`src/rtl/fetch_if.sv`:
```
// ============================================================================
// Module  : fetch_if
// Brief   : Fetch-stage bundle: imem request/response, decode handshake, IF/ID.
// Rev     : 1.0  initial release
// ============================================================================
`default_nettype none

interface fetch_if #(
  parameter int PC_W    = 32,
  parameter int INSTR_W = 32
);
  logic               decode_en;
  logic               flush;
  logic               redirect;
  logic [PC_W-1:0]    redirect_pc;
  logic               ihit;
  logic [INSTR_W-1:0] iload;
  logic               iREN;
  logic [PC_W-1:0]    iaddr;
  logic [INSTR_W-1:0] instr_o;
  logic [PC_W-1:0]    npc_o;
  logic               valid_o;
  logic               halted_o;

  modport master (
    input  decode_en, flush, redirect, redirect_pc, ihit, iload,
    output iREN, iaddr, instr_o, npc_o, valid_o, halted_o
  );

  modport slave (
    output decode_en, flush, redirect, redirect_pc, ihit, iload,
    input  iREN, iaddr, instr_o, npc_o, valid_o, halted_o
  );
endinterface

`default_nettype wire

```
`src/rtl/fetch_stage.sv`:
```
// ============================================================================
// Module  : fetch_stage
// Brief   : MIPS instruction fetch with PC, one-entry skid buffer and IF/ID latch.
// Rev     : 1.0  initial release
// ============================================================================
`default_nettype none

module fetch_stage #(
  parameter int              PC_W     = 32,
  parameter int              INSTR_W  = 32,
  parameter logic [PC_W-1:0] RESET_PC = '0,
  parameter logic [5:0]      HALT_OP  = 6'h3F
) (
  input  logic     CLK,
  input  logic     RST,
  fetch_if.master  bus
);

  typedef enum logic [0:0] {
    S_RUN  = 1'b0,
    S_HALT = 1'b1
  } state_t;

  state_t             state_q;
  logic [PC_W-1:0]    pc_q;
  logic [INSTR_W-1:0] instr_q;
  logic [PC_W-1:0]    npc_q;
  logic               valid_q;
  logic               buf_v_q;
  logic [INSTR_W-1:0] buf_instr_q;
  logic [PC_W-1:0]    buf_npc_q;

  logic [PC_W-1:0]    pc_inc;
  logic               squash;
  logic               hit_halt;

  assign pc_inc   = pc_q + PC_W'(4);
  assign squash   = bus.flush | bus.redirect;
  assign hit_halt = (bus.iload[31:26] == HALT_OP);

  // No request while the skid buffer is full, so one entry is always enough.
  assign bus.iREN     = (state_q == S_RUN) && !buf_v_q && !squash;
  assign bus.iaddr    = pc_q;
  assign bus.instr_o  = instr_q;
  assign bus.npc_o    = npc_q;
  assign bus.valid_o  = valid_q;
  assign bus.halted_o = (state_q == S_HALT);

  always_ff @(posedge CLK) begin
    if (RST) begin
      state_q     <= S_RUN;
      pc_q        <= RESET_PC;
      instr_q     <= '0;
      npc_q       <= '0;
      valid_q     <= 1'b0;
      buf_v_q     <= 1'b0;
      buf_instr_q <= '0;
      buf_npc_q   <= '0;
    end else if (squash) begin
      // A wrong-path HALT is cancelled along with everything in flight.
      state_q <= S_RUN;
      instr_q <= '0;
      npc_q   <= '0;
      valid_q <= 1'b0;
      buf_v_q <= 1'b0;
      if (bus.redirect) begin
        pc_q <= bus.redirect_pc;
      end
    end else if (buf_v_q) begin
      if (bus.decode_en) begin
        instr_q <= buf_instr_q;
        npc_q   <= buf_npc_q;
        valid_q <= 1'b1;
        buf_v_q <= 1'b0;
      end
    end else if (bus.ihit && (state_q == S_RUN)) begin
      if (bus.decode_en) begin
        instr_q <= bus.iload;
        npc_q   <= pc_inc;
        valid_q <= 1'b1;
      end else begin
        buf_instr_q <= bus.iload;
        buf_npc_q   <= pc_inc;
        buf_v_q     <= 1'b1;
      end
      if (hit_halt) begin
        state_q <= S_HALT;
      end else begin
        pc_q <= pc_inc;
      end
    end else if (bus.decode_en) begin
      instr_q <= '0;
      npc_q   <= '0;
      valid_q <= 1'b0;
    end
  end

endmodule

`default_nettype wire
```
`src/flat_wrapper.sv`:
```
// flat-port wrapper written by rule: the top's interface ports become plain ports
module fetch_stage_flat 
#(
  parameter int              PC_W     = 32,
  parameter int              INSTR_W  = 32,
  parameter logic [PC_W-1:0] RESET_PC = '0,
  parameter logic [5:0]      HALT_OP  = 6'h3F
)
  (CLK, RST, bus_decode_en, bus_flush, bus_redirect, bus_redirect_pc, bus_ihit, bus_iload, bus_iREN, bus_iaddr, bus_instr_o, bus_npc_o, bus_valid_o, bus_halted_o);
  fetch_if #(.PC_W(PC_W), .INSTR_W(INSTR_W)) bus_i ();
  input  logic CLK;
  input  logic RST;
  input wire logic [$bits(bus_i.decode_en)-1:0] bus_decode_en;
  input wire logic [$bits(bus_i.flush)-1:0] bus_flush;
  input wire logic [$bits(bus_i.redirect)-1:0] bus_redirect;
  input wire logic [$bits(bus_i.redirect_pc)-1:0] bus_redirect_pc;
  input wire logic [$bits(bus_i.ihit)-1:0] bus_ihit;
  input wire logic [$bits(bus_i.iload)-1:0] bus_iload;
  output wire logic [$bits(bus_i.iREN)-1:0] bus_iREN;
  output wire logic [$bits(bus_i.iaddr)-1:0] bus_iaddr;
  output wire logic [$bits(bus_i.instr_o)-1:0] bus_instr_o;
  output wire logic [$bits(bus_i.npc_o)-1:0] bus_npc_o;
  output wire logic [$bits(bus_i.valid_o)-1:0] bus_valid_o;
  output wire logic [$bits(bus_i.halted_o)-1:0] bus_halted_o;
  assign bus_i.decode_en = bus_decode_en;
  assign bus_i.flush = bus_flush;
  assign bus_i.redirect = bus_redirect;
  assign bus_i.redirect_pc = bus_redirect_pc;
  assign bus_i.ihit = bus_ihit;
  assign bus_i.iload = bus_iload;
  assign bus_iREN = bus_i.iREN;
  assign bus_iaddr = bus_i.iaddr;
  assign bus_instr_o = bus_i.instr_o;
  assign bus_npc_o = bus_i.npc_o;
  assign bus_valid_o = bus_i.valid_o;
  assign bus_halted_o = bus_i.halted_o;
  fetch_stage #(.PC_W(PC_W), .INSTR_W(INSTR_W), .RESET_PC(RESET_PC), .HALT_OP(HALT_OP)) u_core (.CLK(CLK), .RST(RST), .bus(bus_i));
endmodule
```
`config.mk`:
```
export PLATFORM = sky130hd
export DESIGN_NAME = fetch_stage_flat
export DESIGN_NICKNAME = d
export VERILOG_FILES = /design/src/rtl/fetch_if.sv /design/src/rtl/fetch_stage.sv /design/src/flat_wrapper.sv
export SDC_FILE = /design/constraint.sdc
export NUM_CORES = 1
export LEC_CHECK = 0
export CAP_MARGIN = 15
export CORE_MARGIN = 3
export CORE_UTILIZATION = 50
export CTS_CLUSTER_SIZE = 8
export DETAILED_ROUTE_END_ITERATION = 6
export DONT_BUFFER_PORTS = 1
export GPL_ROUTABILITY_DRIVEN = 0
export PLACE_DENSITY_LB_ADDON = 0.08
export SYNTH_ARGS = -nofsm -noshare
export SYNTH_HDL_FRONTEND = slang
export SYNTH_SLANG_ARGS = --single-unit
```
`constraint.sdc`:
```
create_clock -name CLK -period 3.53 [get_ports CLK]
set_input_delay 0.8825 -clock CLK [delete_from_list [all_inputs] [get_ports CLK]]
set_output_delay 0.8825 -clock CLK [all_outputs]
set_load 0.005 [all_outputs]
```
## After elaboration in Yosys (flattened, before gate mapping)

Cells that the tools add are included.

| cells by class | value |
|---|---|
| $add $sub $neg | 1 |
| multiplexer cells | 21 |
| equality and inequality tests | 4 |
| bitwise gates (word level) | 5 |
| reduce and logical (&&, ||, !) cells | 11 |

Operators with widths:

| cell | number |
|---|---|
| 32-bit two-way mux | 14 |
| 32-bit by 3-bit adder with 32-bit output, second input constant | 1 |
| 4-bit AND reduction | 2 |
| 1-bit two-way mux | 7 |
| 6-bit == test, second input constant | 1 |
| 2-bit inequality test, second input constant | 2 |
| 1-bit inverter | 4 |
| 1-bit logical AND | 3 |
| 3-bit AND reduction | 1 |
| 3-bit nonzero test | 1 |
| 1-bit logical NOT | 2 |
| 2-bit by 1-bit inequality test with 1-bit output, second input constant | 1 |
| 2-bit nonzero test | 1 |
| 2-bit OR reduction | 1 |
| 1-bit OR | 1 |

| word-level totals | value |
|---|---|
| register bits after elaboration | 163 |
| logic and storage cells | 50 |
| input port bits | 70 |
| output and inout port bits | 99 |

## Logic depth before layout (Yosys ltp)

Gate-level depths: netlist of run 1.

| logic depth | value |
|---|---|
| depth in word-level cells | 5 |
| gate-level depth with buffers | 7 |
| gate-level depth less buffers | 6 |

## Worst setup path after synthesis of run 1

Ideal clock, no wire load.

| timing | value |
|---|---|
| path type | input-to-output |
| start point | input port bus_redirect |
| end point | output port bus_iREN |
| path buffers | 3 |
| data required time | 2.648 ns |
| setup slack | 0.708 ns |
| arrival time | 1.939 ns |
| stages on the path | 5 |
| cell sequence | or2_2 clkbuf_1 buf_1 clkbuf_1 nor3_1 |

| on the way | value |
|---|---|
| longest elaborated chain between the ends | 3 |

RTL lines:

| item | RTL line | RTL |
|---|---|---|
| start: declaration | flat_wrapper.sv:15 | `input wire logic [$bits(bus_i.redirect)-1:0] bus_redirect;` |
| 1-bit OR | fetch_stage.sv:38 | `assign squash = bus.flush \| bus.redirect;` |
| 1-bit logical NOT | fetch_stage.sv:42 | `assign bus.iREN = (state_q == S_RUN) && !buf_v_q && !squash;` |
| 1-bit logical AND | fetch_stage.sv:42 |  |
| end: declaration | flat_wrapper.sv:19 | `output wire logic [$bits(bus_i.iREN)-1:0] bus_iREN;` |

Every way passes these cells.

## Worst setup path after layout of run 1

| timing | value |
|---|---|
| start point | register u_core.buf_v_q |
| end point | output port bus_iREN |

| on the way | value |
|---|---|
| longest elaborated chain between the ends | 3 |

RTL lines:

| item | RTL line | RTL |
|---|---|---|
| start: declaration | fetch_stage.sv:29 | `logic buf_v_q;` |
| start signal: assignment | fetch_stage.sv:56 | `buf_v_q <= 1'b0;` |
| start signal: assignment | fetch_stage.sv:65 | `buf_v_q <= 1'b0;` |
| start signal: assignment | fetch_stage.sv:74 | `buf_v_q <= 1'b0;` |
| 1-bit logical NOT | fetch_stage.sv:42 |  |
| 1-bit logical AND (2 in a row) | fetch_stage.sv:42 |  |

Every way passes these cells.

==> reports/qor.yml, run 1 <==
outcome:
  status: "completed"
sta:
  clock_skew_ns: 0.008084
  max_freq_mhz: 353.6
  finalSetupViolations: 0
  period_share_pct: 80.12
  tns_ns: 0
  finalHoldViolCount: 0
  rsz0062_at_grt: "false"
  fin_crit_ns: 2.828
  finalMaxSlewViolations: 0
  timing.slew.headroom_pct: 31.38
  tightest_slew_ns: 1.027
cts:
  cts_setup_buffers: 0
  clk_pin_slew_ns: 0.06
  clkLatencyLatePin_ns: 0.42
  cts_root_buf: "clkbuf_16"
  cts_tree: "done"
  ctsHtreeMaxLevel: 4
  clockBufferDepth: 2
  ctsResizeCount: 0
  clkSinkCount: 163
  numCtsBuffers: 17
  cts_hold_buf: 0
pwr:
  p_leak_uw: 0.002700
  cellPowerDensity_nw_per_um2: 503.4
  fin_total_pwr_uw: 3946
  vdd_drop_max_mv: 0.3323
min_path:
  hp-class: "reg -> reg"
  hold_end: "u_core.buf_instr_q[29]"
  hold_depth: 2
  hp-start: "u_core.buf_instr_q[29]"
logic_synthesis:
  yosysSeqAreaShare_pct: 44.57
  async_reset_ff_share_pct: 0
  synth-edff-count: 0
  ys_ff_latch: 163
  synth_ff_type: "dfxtp_1"
  syn_nets: 965
  syn-cell-area_sq_um: 7322
  syn_inst: 894
  ys_warn_count: 0
  avgSynthCellArea_sq_um: 8.190
  synth_cell_types: 58
critical_path:
  critPathRequiredTime_ns: 2.65
  end_kind: "primary output"
  worstPathArrival_ns: 1.95
  rr_startpoint: "u_core.bus.iaddr[2]"
  reg2reg_to: "u_core.bus.iaddr[28]"
  path_max_fanout: 41
  ff2ff_path_depth: 6
  slowest_stage: "dfxtp_2"
  cp_num_buf_inv: 1
  setup.worst_path.start_class: "flip-flop"
  crit_chain: "buf_4, nor3_1"
  r2r_slack_ns: 0.92
  slowest_delay_ns: 0.74
  criticalPathCategory: "reg -> out"
  critical-path-top-delay-family: "flip-flops"
global_route:
  grt_overflow: 0
  antenna_found_initial: 0
  grt_max_degree: 140
  grt_pass1_vias: 6038
  grt_pass1_wl_um: 32190
  grt_usage_pct: 24.88
route:
  wl_per_cell_um: 19.68
  dr.max_layer_used: "met4"
  vias: 6509
  wl_um: 20370
  drtAntennaViolNets: 0
  drc: 0
  drtIter0Drc: 612
  first_pass_iters: 5
  via_per_inst: 6.289
  met3_length_um: 1969
  dr_wl_met2_um: 9353
  wl_met1_um: 8713
floorplanning:
  dieArea_sq_um: 16130
  row_count: 43
  die_y_um: 127.0
  ios: 169
  die_w_um: 127.0
  core-area_sq_um: 14100
  initial_core_util_pct: 51.94
place:
  dp_hpwl_um: 13340
  io_buffers: 0
finish:
  antenna_cells: 0
  drive_above_1_share_pct: 6.433
  nNetsFinal: 916
  num-fill-cells: 1333
  syn2layout_area_growth_pct: 7.075
run:
  max_cap_violations: 0
kinds of logic (layout without fill, tap and decap cells):
| logic type | Yosys count | after routing | share of synthesized area [%] |
|---|---|---|---|
| simple gates | 336 | 336 | 21.22 |
| fa+ha+maj | 1 | 1 | 0.1709 |
| compound gates | 279 | 279 | 25.56 |
| flops | 163 | 163 | 44.57 |
| xor+xnor | 27 | 27 | 3.230 |
| buf+inv | 85 | 46 | 4.836 |
| mux | 3 | 3 | 0.4101 |
report_power, final:
part	leakage [uW]	internal [uW]	switching, uW
logic	0.00112	109	161
registers	0.00133	1900	81.9
clock network	0.000259	991	704
worst min-delay path: cells and delay by family, from the launching register on:
family | cells | cell delay, ns
flip-flops | 1 | 0.31
AO/OA/AOI/OAI | 1 | 0.05
AND/OR/NAND/NOR | 1 | 0.05
cell type report:
type                    instances  area (sq um)  share of cell area [%]
clock inverters                 6         57.56                  0.7341
inverters                       4         15.01                  0.1915
repair buffers                 13         97.59                   1.245
flip-flops and latches        163          3264                   41.64
clock buffers                  23         467.9                   5.969
well taps                     180         225.2                   2.873
multi-input cells             646          3712                   47.35
cell usage after synthesis (4+ instances only):
cell       count  area (sq um)
a211o_1        5         43.79
a211oi_1      55         412.9
a21boi_0       5         37.54
a21o_1         4         30.03
a21oi_1       67         335.3
a22o_1         5         43.79
a22oi_1       52         390.4
a2bb2oi_1      4         35.03
a31oi_1       18         112.6
buf_1         10         37.54
buf_2         12         60.06
clkbuf_1      54         202.7
dfxtp_1      163          3263
nand2_1      139         521.8
nand3_1       18         90.09
nand4_1        9         56.30
nor2_1       107         401.6
nor3_1        13         65.06
nor3b_1        6         45.04
nor4_1         8         50.05
o211ai_1      15         112.6
o21ai_0       28         140.1
o21bai_1       4         30.03
o31ai_1        5         37.54
or3_1         13         81.33
xnor2_1        8         70.07
xor2_1        19         166.4
per-stage QoR:
stage                     utilization (%)  setup slack [ns]  cells  hold slack (ns)  area (sq um)
after floorplan                         -            0.7084    894           0.4368          7322
after global placement              51.89            0.8428   1006           0.4359          7315
after detailed placement            51.89            0.8246   1006           0.4433          7315
after CTS                           55.62            0.6998   1035           0.4515          7840
after global routing                55.62            0.6178   1035           0.4696          7840
final                               55.62            0.7017   1035           0.4509          7840
state kept, by name, indices dropped and copies added, names as in the netlist:
register	flops
u_core.buf_instr_q	32
u_core.bus.iaddr	32
u_core.bus.npc_o	32
u_core.bus.valid_o	1
u_core.bus.halted_o	1
u_core.buf_npc_q	32
u_core.buf_v_q	1
u_core.bus.instr_o	32
layout by cell type, fill, tap and decap left out, types with 8 or more instances in the layout:
master and instances:
a211oi_1 55, a21oi_1 67, a22oi_1 52, a31oi_1 18
buf_4 13, clkbuf_16 17, dfxtp_1 162, nand2_1 139
nand3_1 18, nand4_1 9, nor2_1 107, nor3_1 13
nor4_1 8, o211ai_1 15, o21ai_0 28, or3_1 11
xnor2_1 8, xor2_1 19
how the worst max path moves through the flow:
stage,from,endpoint,slack [ns],depth (start not counted)
after CTS,u_core.buf_v_q,bus_iREN,0.70,2
after floorplan,bus_redirect,bus_iREN,0.71,5
after detailed placement,bus_ihit,u_core.buf_npc_q[27],0.82,4
after global placement,bus_ihit,u_core.buf_npc_q[27],0.84,4
final,u_core.buf_v_q,bus_iREN,0.70,2
after global routing,u_core.buf_v_q,bus_iREN,0.62,2
routing by layer:
layer  up-vias  global-route usage (%)
met5         -                       0
met4         0                   7.445
met3        24                   9.615
met2       259                   38.57
met1      3116                   32.32
li1       3110                       -
(Power assumes the default switching activity.)
==> inputs of run 2 (changes only) <==
==> constraint.sdc (replaced) <==
create_clock -name CLK -period 2.5 [get_ports CLK]
set_input_delay 0.625 -clock CLK [delete_from_list [all_inputs] [get_ports CLK]]
set_output_delay 0.625 -clock CLK [all_outputs]
set_load 0.005 [all_outputs]
==> run 2 against run 1 <==
Compared with the run above:
- highest routed layer unchanged
- largest power group unchanged
- total power up 51%
- utilization up 1.6 points
- via count rose by 0.35%
- global-route usage hardly changed
- worst setup slack got worse by 0.44 ns
- worst hold slack got worse by 0.17 ns
- non-clock buffer count increased by 13
- clock skew increased by 0.0028 ns
==> reports/qor.yml, run 2 (same netlist as run 1, synthesis figures left out) <==
critical_path:
  critical-path-top-delay-family: "simple AND/OR/NAND/NOR gates"  # was flip-flops
  slowest_delay_ns: 0.51  # was 0.74 ns
  end_kind: "flip-flop"  # was primary output
  cp_num_buf_inv: 1  # unchanged
  criticalPathCategory: "reg -> reg"  # was reg -> out
  setup.worst_path.start_class: "flip-flop"  # unchanged
  crit_chain: "nand4_1, buf_4, nor4_4, nand4_1, nor3b_1, or3_1"  # was buf_4, nor3_1
  path_max_fanout: 11  # was 41
  r2r_slack_ns: 0.26  # was 0.92 ns
  critPathRequiredTime_ns: 2.80  # was 2.65 ns
  slowest_stage: "nor4_4"  # was dfxtp_2
  crit_path_frequent_cell: "nand4_1"
  worstPathArrival_ns: 2.54  # was 1.95 ns
cts:
  numCtsBuffers: 17  # unchanged
  cts_root_buf: "clkbuf_16"  # unchanged
  clkLatencyLatePin_ns: 0.42  # about the same
  cts_setup_buffers: 0  # unchanged
  cts_tree: "done"  # unchanged
  clk_pin_slew_ns: 0.07  # was 0.06 ns
  clockBufferDepth: 2  # unchanged
  ctsHtreeMaxLevel: 4  # unchanged
  cts_hold_buf: 0  # unchanged
  ctsResizeCount: 0  # unchanged
  clkSinkCount: 163  # unchanged
pwr:
  power_frac_comb_pct: 7.0  # was 6.8%
  internal_power_uw: 4567  # was 3000 uW
  cellPowerDensity_nw_per_um2: 736.8  # was 503.4 nW/um^2
  p_leak_uw: 0.002824  # was 0.002700 uW
  switching_share_pct: 23.15  # was 23.99%
  p_seq_share_pct: 46.7  # was 50.2%
  clkPwrFrac_pct: 46.3  # was 42.9%
  p_switching_uw: 1376  # was 946.8 uW
  vdd_drop_max_mv: 0.4354  # was 0.3323 mV
route:
  first_pass_iters: 5  # unchanged
  drtAntennaViolNets: 0  # unchanged
  wl_per_cell_um: 19.22  # was 19.68 um
  wl_um: 20190  # was 20,370 um
  drtIter0Drc: 446  # was 612
  via_per_inst: 6.221  # was 6.289
  drc: 0  # unchanged
  vias: 6532  # was 6,509
outcome:
  status: "completed"  # unchanged
sta:
  tightest_slew_ns: 1.051  # was 1.027 ns
  holdWs_ns: 0.2805  # was 0.4509 ns
  period_share_pct: 89.51
  max_freq_mhz: 446.9
  tns_ns: 0  # unchanged
  finalSetupViolations: 0  # unchanged
  clock_skew_ns: 0.01093  # was 0.008084 ns
  finalMaxSlewViolations: 0  # unchanged
  rsz0062_at_grt: "false"  # unchanged
  finalHoldViolCount: 0  # unchanged
  timing.slew.headroom_pct: 29.81  # was 31.38%
  fin_crit_ns: 2.238
floorplanning:
  ios: 169  # unchanged
  die_w_um: 127.0  # unchanged
  initial_core_util_pct: 51.94  # unchanged
  dieArea_sq_um: 16130  # unchanged
  row_count: 43  # unchanged
  die_y_um: 127.0  # unchanged
  core-area_sq_um: 14100  # unchanged
finish:
  final_util_pct: 57.23  # was 55.62%
  drive_above_1_share_pct: 8.276  # was 6.433%
  fin_area_sq_um: 8066  # was 7840 sq um
  antenna_cells: 0  # unchanged
  layout_common_cells: "dfxtp_1, nand2_1, nor2_1"  # unchanged
  syn2layout_area_growth_pct: 10.17  # was 7.075%
  layout_commonest_cell: "dfxtp_1"  # unchanged
  nNetsFinal: 929  # was 916
global_route:
  grt_overflow: 0  # unchanged
  grt_pass1_wl_um: 32730  # was 32,190 um
  grt_usage_pct: 24.86  # was 24.88%
  antenna_found_initial: 0  # unchanged
  grt_pass1_vias: 6096  # was 6,038
  grt_max_degree: 140  # unchanged
place:
  dp_hpwl_um: 13060  # was 13,340 um
  io_buffers: 0  # unchanged
  place_area_sq_um: 7450  # was 7315 sq um
run:
  max_cap_violations: 0  # unchanged
min_path:
  hp-class: "in -> reg"  # was reg -> reg
[run 2: cell types whose count changed in the layout (fill, tap and decap cells not counted)]
cell / delta
buf_12: +3
clkbuf_1: -2
bufinv_16: +3
buf_4: +10
clkinv_4: +1
[run 2: cell type report]
cell class              instances  area (sq um)
fillers                      1264          6030
multi-input cells             646          3712
flip-flops and latches        163          3264
clock buffers                  21         460.4
repair buffers                 26         232.7
well taps                     180         225.2
clock inverters                10         156.4
inverters                       4         15.01
[run 2: path summary, 6_finish.rpt]
kind | from | endpoint | depth (start not counted)
setup / recovery | u_core.bus.iaddr[7] | u_core.bus.npc_o[27] | 6
hold / removal | RST | u_core.buf_npc_q[30] | 1
setup reg to reg | u_core.bus.iaddr[7] | u_core.bus.npc_o[27] | 6
hold reg to reg | u_core.buf_npc_q[4] | u_core.buf_npc_q[4] | 2
[run 2: worst register-to-register path, delay by kind of cell, from the launching register on]
| family | cells | cell delay [ns] |
|---|---|---|
| AND/OR/NAND/NOR | 5 | 1.44 |
| buffers and inverters | 1 | 0.20 |
| flip-flops | 1 | 0.47 |
[run 2: metrics by stage]
step / std cells / setup WS [ns] / power [uW]
final: 1050 / 0.2623 / 5943
after floorplan: 894 / 0.1934 / 3174
after detailed placement: 1019 / 0.1845 / 3249
after global routing: 1050 / 0.1536 / 6152
after global placement: 1019 / 0.2394 / 3234
after CTS: 1050 / 0.2823 / 5977
[run 2: power by group through the flow]
| stage | clock network (uW) | registers [uW] | logic, uW |
|---|---|---|---|
| 2_1_floorplan | 0 | 2810 | 364 |
| 3_3_place_gp | 0 | 2830 | 404 |
| 3_5_place_dp | 0 | 2830 | 414 |
| 4_1_cts | 2780 | 2780 | 416 |
| 5_1_grt | 2900 | 2790 | 468 |
| 6_report | 2750 | 2780 | 416 |
[run 2: layer usage]
layer,wire (um),vias to the layer above,global-route usage (%)
met5,0,-,0
met4,454,0,8.833
met3,1691,30,6.856
met2,9128,254,37.48
met1,8911,3108,34.34
li1,-,3140,-
==> inputs of run 3 (changes only) <==
--- a/config.mk
+++ b/config.mk
@@ -7,7 +7,7 @@
 export LEC_CHECK = 0
 export CAP_MARGIN = 15
 export CORE_MARGIN = 3
-export CORE_UTILIZATION = 50
+export CORE_UTILIZATION = 40
 export CTS_CLUSTER_SIZE = 8
 export DETAILED_ROUTE_END_ITERATION = 6
 export DONT_BUFFER_PORTS = 1
==> run 3 against run 2 <==
Compared with the run above:
- flip-flop and latch count stayed put
- sequential share of layout area is 0.48 points lower
- count of clock-buffer cells in the layout is 1 higher
- cell count is 5.2% higher
- first-iteration DRC count is 11% lower
- critical path depth is 1 lower
- utilization is 11 points lower
- register-to-register slack better by 0.07 ns
- worst hold slack worse by 0.0066 ns
- critical path type unchanged
- highest routed layer is now met5
==> reports/qor.yml, run 3 (same netlist as run 1, synthesis figures left out) <==
outcome:
  status: "completed"  # unchanged
sta:
  finalSetupViolations: 0  # unchanged
  tightest_slew_ns: 1.001  # was 1.051 ns
  max_freq_mhz: 462.1  # was 446.9 MHz
  tns_ns: 0  # unchanged
  timing.slew.headroom_pct: 33.14  # was 29.81%
  finalMaxSlewViolations: 0  # unchanged
  rsz0062_at_grt: "false"  # unchanged
  fin_crit_ns: 2.164  # was 2.238 ns
  period_share_pct: 86.56  # was 89.51%
  clock_skew_ns: 0.01072  # was 0.01093 ns
  finalHoldViolCount: 0  # unchanged
finish:
  seqCellArea_sq_um: 3264  # unchanged
  antenna_cells: 0  # unchanged
  nNetsFinal: 938  # was 929
  final_cells: 1105  # was 1,050
  num-fill-cells: 1735  # was 1,264
  layout_common_cells: "dfxtp_1, nand2_1, nor2_1"  # unchanged
  drive_above_1_share_pct: 9.205  # was 8.276%
  multiInputGateArea_sq_um: 3712  # unchanged
  layout_commonest_cell: "dfxtp_1"  # unchanged
  syn2layout_area_growth_pct: 11.48  # was 10.17%
critical_path:
  end_kind: "flip-flop"  # unchanged
  path_max_fanout: 8  # was 11
  ff2ff_path_depth: 5  # was 6
  slowest_delay_ns: 0.44  # was 0.51 ns
  crit_path_frequent_cell: "and4_1"  # was nand4_1
  setup.worst_path.start_class: "flip-flop"  # unchanged
  crit_chain: "and4_1, and4_1, nand4_1, nor3b_1, or3_1"  # was nand4_1, buf_4, nor4_4, nand4_1, nor3b_1, or3_1
  reg2reg_to: "u_core.bus.npc_o[27]"  # unchanged
  critPathRequiredTime_ns: 2.80  # about the same
  worstPathArrival_ns: 2.47  # was 2.54 ns
  slowest_stage: "dfxtp_1"  # was nor4_4
  criticalPathCategory: "reg -> reg"  # unchanged
  rr_startpoint: "u_core.bus.iaddr[20]"  # was u_core.bus.iaddr[7]
  r2r_slack_ns: 0.34  # was 0.26 ns
cts:
  cts_root_buf: "clkbuf_16"  # unchanged
  cts_hold_buf: 0  # unchanged
  clk_pin_slew_ns: 0.07  # about the same
  clockBufferDepth: 2  # unchanged
  ctsResizeCount: 0  # unchanged
  ctsHtreeMaxLevel: 4  # unchanged
  clkLatencyLatePin_ns: 0.43  # was 0.42 ns
  numCtsBuffers: 17  # unchanged
  clkSinkCount: 163  # unchanged
  cts_setup_buffers: 0  # unchanged
  cts_tree: "done"  # unchanged
floorplanning:
  die_y_um: 141.3  # was 127.0 um
  die_w_um: 141.3  # was 127.0 um
  core-area_sq_um: 17600  # was 14,100 sq um
  initial_core_util_pct: 41.61  # was 51.94%
  row_count: 48  # was 43
  ios: 169  # unchanged
  dieArea_sq_um: 19960  # was 16,130 sq um
pwr:
  switching_share_pct: 24.36  # was 23.15%
  internal_power_uw: 4497  # was 4567 uW
  cellPowerDensity_nw_per_um2: 728.3  # was 736.8 nW/um^2
  vdd_drop_max_mv: 0.5732  # was 0.4354 mV
  p_seq_share_pct: 46.5  # was 46.7%
  p_leak_uw: 0.002848  # was 0.002824 uW
  clkPwrFrac_pct: 46.0  # was 46.3%
  p_switching_uw: 1448  # was 1376 uW
  power_frac_comb_pct: 7.5  # was 7.0%
min_path:
  hp-start: "RST"  # unchanged
  hold_depth: 1  # unchanged
  hp-class: "in -> reg"  # unchanged
  hold_end: "u_core.buf_npc_q[25]"  # was u_core.buf_npc_q[30]
global_route:
  grt_usage_pct: 21.11  # was 24.86%
  grt_max_degree: 140  # unchanged
  antenna_found_initial: 1  # was 0
  grt_overflow: 0  # unchanged
  grt_pass1_vias: 5951  # was 6,096
  grt_pass1_wl_um: 33510  # was 32,730 um
place:
  dp_hpwl_um: 14480  # was 13,060 um
  dp.cells: 1073  # was 1,019
  io_buffers: 0  # unchanged
route:
  vias: 6428  # was 6,532
  via_per_inst: 5.817  # was 6.221
  drtIter0Drc: 396  # was 446
  first_pass_iters: 6  # was 5
  wl_per_cell_um: 19.55  # was 19.22 um
  wl_um: 21600  # was 20,190 um
  drtAntennaViolNets: 0  # unchanged
  drc: 0  # unchanged
run:
  max_cap_violations: 0  # unchanged
==> run 3: cell types whose count changed in the layout (fill, tap and decap cells not counted), sizes merged <==
cell / previous run / this run
buf: 26 / 35
clkinv: 5 / 3
clkinvlp: 1 / 3
bufinv: 4 / 3
clkbuf: 21 / 22
inv: 4 / 5
==> run 3: critical path: cells and delay by family, from the launching register on <==
family,cells,cell delay [ns]
flip-flops,1,0.44
AND/OR/NAND/NOR,5,1.60
==> run 3: through the flow <==
step	area, sq um	power, uW	setup slack [ns]	hold slack, ns	utilization [%]
final	8163	5945	0.3359	0.2739	46.39
after global routing	8163	6169	0.1890	0.2461	46.39
after CTS	8163	6012	0.3274	0.2459	46.39
after detailed placement	7548	3269	0.2014	0.4408	42.90
after global placement	7548	3258	0.2212	0.4366	42.90
after floorplan	7322	3174	0.1934	0.4368	-
==> run 3: cell type report <==
class	count	share of cell area, %
clock buffers	22	5.687
inverters	4	0.1839
well taps	225	3.449
clock inverters	10	1.839
multi-input cells	646	45.48
repair buffers	35	3.372
flip-flops and latches	163	39.99
==> run 3: worst max-delay path by stage <==
| stage | end | depth (start not counted) | slack (ns) | start |
|---|---|---|---|---|
| after floorplan | bus_iREN | 5 | 0.19 | bus_redirect |
| after global placement | u_core.bus.iaddr[31] | 5 | 0.22 | bus_flush |
| after detailed placement | u_core.bus.iaddr[17] | 5 | 0.20 | bus_flush |
| after CTS | u_core.buf_npc_q[2] | 7 | 0.33 | u_core.buf_v_q |
| after global routing | u_core.buf_instr_q[17] | 7 | 0.19 | u_core.buf_v_q |
| final | u_core.bus.npc_o[27] | 5 | 0.34 | u_core.bus.iaddr[20] |
==> run 3: routing by layer <==
layer	track usage (%)	vias up	share of wire [%]
li1	-	3163	-
met1	28.69	3017	44
met2	32.10	219	44
met3	7.010	27	10
met4	6.068	2	1.6
met5	0	-	0.032
==> run 3: power by group through the flow <==
| stage | clock network (uW) | registers [uW] | logic, uW |
|---|---|---|---|
| 4_1_cts | 2800 | 2770 | 446 |
| 3_3_place_gp | 0 | 2820 | 436 |
| 6_report | 2740 | 2770 | 444 |
| 3_5_place_dp | 0 | 2820 | 444 |
| 2_1_floorplan | 0 | 2810 | 364 |
| 5_1_grt | 2900 | 2780 | 495 |
